## src/rtl/mest_pro_issue_ctrl.sv

```systemverilog
// MESTPro front-end sequencer: fetch, decode-register load, issue handshake,
// completion wait, PC advance/redirect, HALT detection and issue counting.
module mest_pro_issue_ctrl #(
  parameter int             INSTR_W     = 32,
  parameter int             ADDR_W      = 8,
  parameter logic [7:0]     HALT_OPCODE = 8'hFF,
  parameter int             CNT_W       = 16
) (
  input  logic               i_clk,
  input  logic               i_rst_n,
  input  logic               i_start,
  input  logic [ADDR_W-1:0]  i_start_addr,
  output logic               o_imem_req,
  output logic [ADDR_W-1:0]  o_imem_addr,
  input  logic               i_imem_valid,
  input  logic [INSTR_W-1:0] i_imem_rdata,
  output logic [INSTR_W-1:0] o_decode_reg,
  output logic               o_issue_valid,
  input  logic               i_exec_ready,
  input  logic               i_exec_done,
  input  logic               i_redirect_valid,
  input  logic [ADDR_W-1:0]  i_redirect_addr,
  output logic [ADDR_W-1:0]  o_pc,
  output logic               o_busy,
  output logic               o_halted,
  output logic [CNT_W-1:0]   o_instr_count
);

  typedef enum logic [2:0] {
    S_IDLE,
    S_FETCH,
    S_DECODE,
    S_ISSUE,
    S_EXEC,
    S_HALT
  } state_e;

  state_e             state_q, state_d;
  logic [ADDR_W-1:0]  pc_q, pc_d;
  logic [INSTR_W-1:0] dec_q, dec_d;
  logic [CNT_W-1:0]   cnt_q, cnt_d;

  always_ff @(posedge i_clk or negedge i_rst_n) begin
    if (!i_rst_n) begin
      state_q <= S_IDLE;
      pc_q    <= '0;
      dec_q   <= '0;
      cnt_q   <= '0;
    end else begin
      state_q <= state_d;
      pc_q    <= pc_d;
      dec_q   <= dec_d;
      cnt_q   <= cnt_d;
    end
  end

  // Each input is only looked at in the state that owns it; everything else is ignored.
  always_comb begin
    state_d = state_q;
    pc_d    = pc_q;
    dec_d   = dec_q;
    cnt_d   = cnt_q;
    case (state_q)
      S_IDLE, S_HALT: begin
        if (i_start) begin
          pc_d    = i_start_addr;
          cnt_d   = '0;
          state_d = S_FETCH;
        end
      end
      S_FETCH: begin
        if (i_imem_valid) begin
          dec_d   = i_imem_rdata;
          state_d = S_DECODE;
        end
      end
      S_DECODE: begin
        if (dec_q[INSTR_W-1 -: 8] == HALT_OPCODE) state_d = S_HALT;
        else                                      state_d = S_ISSUE;
      end
      S_ISSUE: begin
        if (i_exec_ready) begin
          cnt_d   = cnt_q + CNT_W'(1);
          state_d = S_EXEC;
        end
      end
      S_EXEC: begin
        if (i_exec_done) begin
          pc_d    = i_redirect_valid ? i_redirect_addr : pc_q + ADDR_W'(1);
          state_d = S_FETCH;
        end
      end
      default: state_d = S_IDLE;
    endcase
  end

  // Status outputs come straight from the state register, never from inputs.
  assign o_imem_req    = (state_q == S_FETCH);
  assign o_issue_valid = (state_q == S_ISSUE);
  assign o_halted      = (state_q == S_HALT);
  assign o_busy        = (state_q == S_FETCH) || (state_q == S_DECODE) ||
                         (state_q == S_ISSUE) || (state_q == S_EXEC);
  assign o_pc          = pc_q;
  assign o_imem_addr   = pc_q;
  assign o_decode_reg  = dec_q;
  assign o_instr_count = cnt_q;

endmodule
```

## config.mk

```make
export PLATFORM = sky130hd
export DESIGN_NAME = mest_pro_issue_ctrl
export DESIGN_NICKNAME = d
export VERILOG_FILES = /design/src/rtl/mest_pro_issue_ctrl.sv
export SDC_FILE = /design/constraint.sdc
export NUM_CORES = 1
export LEC_CHECK = 0
export ABC_AREA = 1
export CORE_ASPECT_RATIO = 1.75
export CORE_UTILIZATION = 48
export DETAILED_ROUTE_END_ITERATION = 10
export GPL_TIMING_DRIVEN = 0
export PLACE_DENSITY = 0.87
export SLEW_MARGIN = 20
export SYNTH_ARGS = -nofsm -noshare
export SYNTH_HDL_FRONTEND = slang
export SYNTH_SLANG_ARGS = --single-unit
```

## constraint.sdc

```tcl
create_clock -name i_clk -period 2.5 [get_ports i_clk]
set_clock_uncertainty 0.1 [all_clocks]
set_input_delay 0.25 -clock i_clk [delete_from_list [all_inputs] [get_ports i_clk]]
set_output_delay 0.25 -clock i_clk [all_outputs]
set_load 0.02 [all_outputs]
```

# Word-level counts from Yosys, hierarchy flattened
# Cells that the tools add are included.
[word_totals]
register_bits = 59
input_bits = 55
out_inout_bits = 68
word_cells = 40
[classes]
add_sub_neg = 2
n_eq_ne = 10
n_mux = 13
reduce_logical = 11
[op_table]
columns = ["cell", "n"]
rows = [
  ["2-to-1 mux 16 bit", 2],
  ["one-hot mux 16 bit (2 select lines)", 1],
  ["2-to-1 mux 8 bit", 3],
  ["adder 16 x 1 -> 16 bit (second input constant)", 1],
  ["one-hot mux 8 bit (2 select lines)", 1],
  ["2-to-1 mux 3 bit", 5],
  ["one-hot mux 3 bit (5 select lines)", 1],
  ["adder 8 x 1 -> 8 bit (second input constant)", 1],
  ["== test 8 bit (second input constant)", 1],
  ["== test 3 x 2 -> 1 bit (second input constant)", 2],
  ["== test 3 bit (second input constant)", 2],
  ["AND reduction 3 bit", 2],
  ["inequality test 2 x 1 -> 1 bit (second input constant)", 2],
  ["inequality test 2 bit (second input constant)", 2],
  ["AND reduction 4 bit", 1],
  ["nonzero test 2 bit", 2],
  ["== test 3 x 1 -> 1 bit (second input constant)", 1],
  ["zero test 3 bit", 1],
  ["logical OR 1 bit", 3],
  ["AND reduction 2 bit", 1],
  ["OR reduction 2 bit", 1],
]

# Logic depth before layout (Yosys ltp)
[depth]
ltp_word = 4
ltp_mapped = 10
mapped_depth_nobuf = 9

# Worst setup path before layout
# OpenSTA, ideal clock, no wires.
[synth_path]
kind = "reg2reg"
start = "register state_q[2]"
end = "register dec_q[25], in the netlist o_decode_reg[25]"
setup_time_ps = 128
t_arrival_ps = 1348
required_ps = 2272
path_slack_ps = 925
path_stages_with_launch = 7
path_buffers = 1
period_less_slack_ps = 1575
cell_sequence = "dfrtp_1 inv_2 nand3_1 inv_2 nand2_1 buf_4 mux2_1"
[synth_between]
elab_chain_len = 2
[synth_rtl]
columns = ["element", "line_no", "text"]
rows = [
  ["from (decl)", "38", "state_e state_q, state_d;"],
  ["from (signal assigned)", "50", "state_q <= state_d;"],
  ["== test 3 x 1 -> 1 bit", "--", ""],
  ["named net o_imem_req", "13", "output logic o_imem_req,"],
  ["AND reduction 2 bit (no source line)", "--", ""],
  ["to (signal assigned)", "47", "dec_q <= '0;"],
  ["to (signal assigned)", "52", "dec_q <= dec_d;"],
  ["to (decl)", "40", "logic [INSTR_W-1:0] dec_q, dec_d;"],
]
# The timed path passes the listed nets, and every way through them passes these cells.
# A chain may end at the register's enable or synchronous reset.

# Final worst setup path
[layout_path]
start = "register state_q[1]"
end = "output port o_busy"
[layout_between]
elab_chain_len = 4
elab_cells_between_ends = 7
classes_between = "eq/ne (4); reduce/logical (3)"
[layout_rtl]
columns = ["element", "line_no", "text"]
rows = [
  ["== test 3 x 1 -> 1 bit / == test 3 x 2 -> 1 bit (equally long branches)", "101", "assign o_busy = (state_q == S_FETCH) || (state_q == S_DECODE) ||"],
  ["logical OR 1 bit (2 in series)", "101", ""],
  ["logical OR 1 bit (*)", "102", "(state_q == S_ISSUE) || (state_q == S_EXEC);"],
  ["to (decl)", "24", "output logic o_busy,"],
]
# Mark *: on every way between the ends. The rest lies on a longest branch, timed or not.

==> out/qor.tcl <==
set qor(synthesized_flop_and_latch_total) 59
set qor(cts.htree.levels) 3
set qor(slew_headroom_pct) 72.0
set qor(yosys_warnings) 0
set qor(n_fill_cell) 471
set qor(powerDensity_nw_per_um2) 1230
set qor(synth-simple-area-share_pct) 25.5
set qor(share_of_cells_above_drive_strength_1_pct) 16.6
set qor(crit_path_top_delay_cell) {clkdlybuf4s50_1}
set qor(first_global_vias) 3108
set qor(tightest_slew_ns) 0.419
set qor(placed_cells) 569
set qor(async_flop_share_pct) 100
set qor(die_area_um2) 7010
set qor(number_of_enable_flip_flop_cells_after_synthesis) 0
set qor(muxShareOfSynthArea_pct) 11.3
set qor(cts_num_sinks) 59
set qor(tns_ns) 0
set qor(setup_viol) 0
set qor(worst-endpoint-arrival_ns) 2.04
set qor(status) {completed}
set qor(setup.reg_to_reg.worst_slack_ns) 0.65
set qor(mappedNetlistNets) 422
set qor(final_max_slew_viol_count) 0
set qor(cp-end-kind) {output pin}
set qor(place.port_buffers) 121
set qor(grt_pass1_wl_um) 14100
set qor(synthTopCellsByCount) {nand2_1 (90), dfrtp_1 (59), nor2_1 (52)}
set qor(synth.cell_area_um2) 3200
set qor(synth_top_family_by_area) {simple AND/OR/NAND/NOR gates}
set qor(max-vdd-ir-drop_mv) 0.830
set qor(postSynthAreaPerCell_um2) 8.76
set qor(pre_cts_ws_ns) 0.261
set qor(rsz0062_at_grt) {no}
set qor(critPathMaxFanout) 8
set qor(worstRegToRegCells) 10
set qor(vias_per_cell) 5.20
set qor(clock.fmax_ghz) 0.419
set qor(synth_largest_type_area_fraction_pct) 46.2
set qor(synthDistinctLibCells) 31
set qor(grt_antenna_before_repair) 0
set qor(floorplan.initialDensity_pct) 49.3
set qor(clkLatencyLatePin_ns) 0.32
set qor(synth_adder_area_share_pct) 0.782
set qor(endpoint) {o_busy}
set qor(xor_xnor_share_of_the_synthesized_area_pct) 1.10
set qor(cp.required_ns) 2.15
set qor(grt.overflow.total) 0
set qor(hold_class) {primary input to asynchronous set/reset pin}
set qor(first_pass_iters) 4
set qor(final_replace_weighted_congestion) 0.918
set qor(clock_tree_root) {clkbuf_16}
set qor(synth_cells) 365
set qor(routed_wire_length_per_instance_um) 14.6
set qor(ant_nets) 0
set qor(drt_drc_violations_left) 0
set qor(detailroute.via_count) 3053
set qor(io-pin-count) 123
set qor(grt_start_max_net_pins) 36
set qor(largest_register_ff_count) 32
set qor(hold_viol_final) 0
set qor(antenna-diode-count) 0
set qor(cts.repair.resized) 0
set qor(nets) 557
set qor(detail_route.iter0.violations) 182
set qor(design_power_total_mw) 6.03
set qor(final_non_filler_cell_total) 587
set qor(numCtsBuffers) 9
set qor(crit_path_cell_trace) {inv_2, nand2_1, nor2_4, inv_2, nand2_1, clkdlybuf4s50_1}
set qor(clk_path_buf_depth) 2
set qor(worst_setup_hold_path_clk_slew_ns) 0.05
set qor(routed_wirelength_um) 8590
set qor(finalInstanceArea_um2) 4890
set qor(worstSetupStartpointType) {flip-flop}
set qor(crit_type) {flip-flop to output pin}
set qor(crit_path_start) {state_q[1]$_DFFE_PN0P_}
set qor(max_stage_delay_ns) 0.60
set qor(post_dp_area_um2) 4530
set qor(leakage_nw) 2.10
set qor(r2r_end) {o_instr_count[5]$_DFFE_PN0P_}
set qor(fp.dieW_um) 63.7
set qor(finalCritPeriodShare_pct) 95.6
set qor(synth.most_common_cell) {nand2_1}
set qor(placement_rows) 39
set qor(dpl.hpwl_um) 6120
set qor(synthTopCellsByArea) {dfrtp_1 (46%), nand2_1 (11%), mux2_2 (9.5%), nor2_1 (6.1%), nand3_1 (3.3%)}
set qor(area_delta_synth_final_pct) 53.0
set qor(die-height_um) 110
set qor(max_cap_violations) 0
set qor(complex_gate_fraction_of_the_synthesized_area_pct) 8.18
set qor(grt_util_all_layers_pct) 26.4
set qor(tritoncts) {yes}
set qor(synth_sequential_area_ratio_pct) 46.2
set qor(reg2reg_from) {state_q[0]$_DFFE_PN0P_}
set qor(setup_ws_post_layout_ns) 0.111
set qor(yosys.area.top_type) {dfrtp_1}
set qor(design.core.area_um2) 6490
set qor(finalCriticalPeriod_ns) 2.39
set qor(postSynth.topFlopCell) {dfrtp_1}
## repair_timing
action                                  CTS  global route
pin swaps                                 0             1
hold buffers                              1             0
endpoints found under the setup margin    1             1
hold endpoints to repair                 24             0
buffers inserted                          0             2
## critical path, delay by kind of cell, from the launching register on
kind | cells | cell delay [ns]
buf+inv | 3 | 0.83
flops | 1 | 0.45
simple gates | 3 | 0.42
## final cells by class
class	count	area (um2)	share of cell area (%)
sequential	59	1480	30.2
clock inverter	5	100	2.05
tap	82	103	2.10
clock buffer	11	243	4.96
timing repair buffer	125	1250	25.6
inverter	26	103	2.10
buffer	15	116	2.38
multi-input combinational	264	1500	30.6
## placed cells by master (no fill, tap or decap), types with 7 or more instances in the layout
master,n
a21oi_1,7
mux2_2,27
clkbuf_16,9
nand2_1,90
inv_1,19
o21ai_2,9
buf_4,15
nand3_1,21
nand4_1,10
o21bai_1,7
clkdlybuf4s50_1,120
o21ai_0,14
dfrtp_1,59
nor2_1,52
## worst min path at each step
| stage | from | to | cells past startpoint |
|---|---|---|---|
| final | i_rst_n | o_decode_reg[13]$_DFFE_PN0P_ | 2 |
| after global routing | i_rst_n | o_decode_reg[13]$_DFFE_PN0P_ | 2 |
| after CTS | i_rst_n | o_decode_reg[13]$_DFFE_PN0P_ | 2 |
| after detailed placement | i_rst_n | o_decode_reg[13]$_DFFE_PN0P_ | 1 |
| after global placement | o_decode_reg[3]$_DFFE_PN0P_ | o_decode_reg[3]$_DFFE_PN0P_ | 1 |
| after floorplan | i_rst_n | o_decode_reg[0]$_DFFE_PN0P_ | 0 |
## through the flow
stage               util, %  hold slack (ns)
CTS                    75.2            0.278
floorplan                 -           -0.146
global placement       69.5            0.375
global route           75.4            0.325
finish                 75.4            0.290
detailed placement     69.8           0.0733
## routing by layer
metal | global-route usage, % | share of wire, % | up-vias
met5 | 0 | 0 | -
met4 | 14.1 | 2.3 | 0
met1 | 27.2 | 35 | 1465
li1 | - | - | 1465
met3 | 6.17 | 6.1 | 17
met2 | 48.9 | 56 | 106
## power breakdown
group | internal (mW) | switching (mW)
sequential | 1.33 | 0.294
clock | 0.996 | 0.416
combinational | 1.43 | 1.57
total | 3.75 | 2.28
## logic make-up (layout without fill, tap and decap cells)
family	Yosys count	in the layout
adder cells (fa/ha/maj)	2	2
flip-flops	59	59
AND/OR/NAND/NOR	185	185
multiplexers	32	32
buffers and inverters	42	182
XOR/XNOR	4	4
AO/OA/AOI/OAI	41	41
Note: power is estimated with default switching activity, not from simulation.
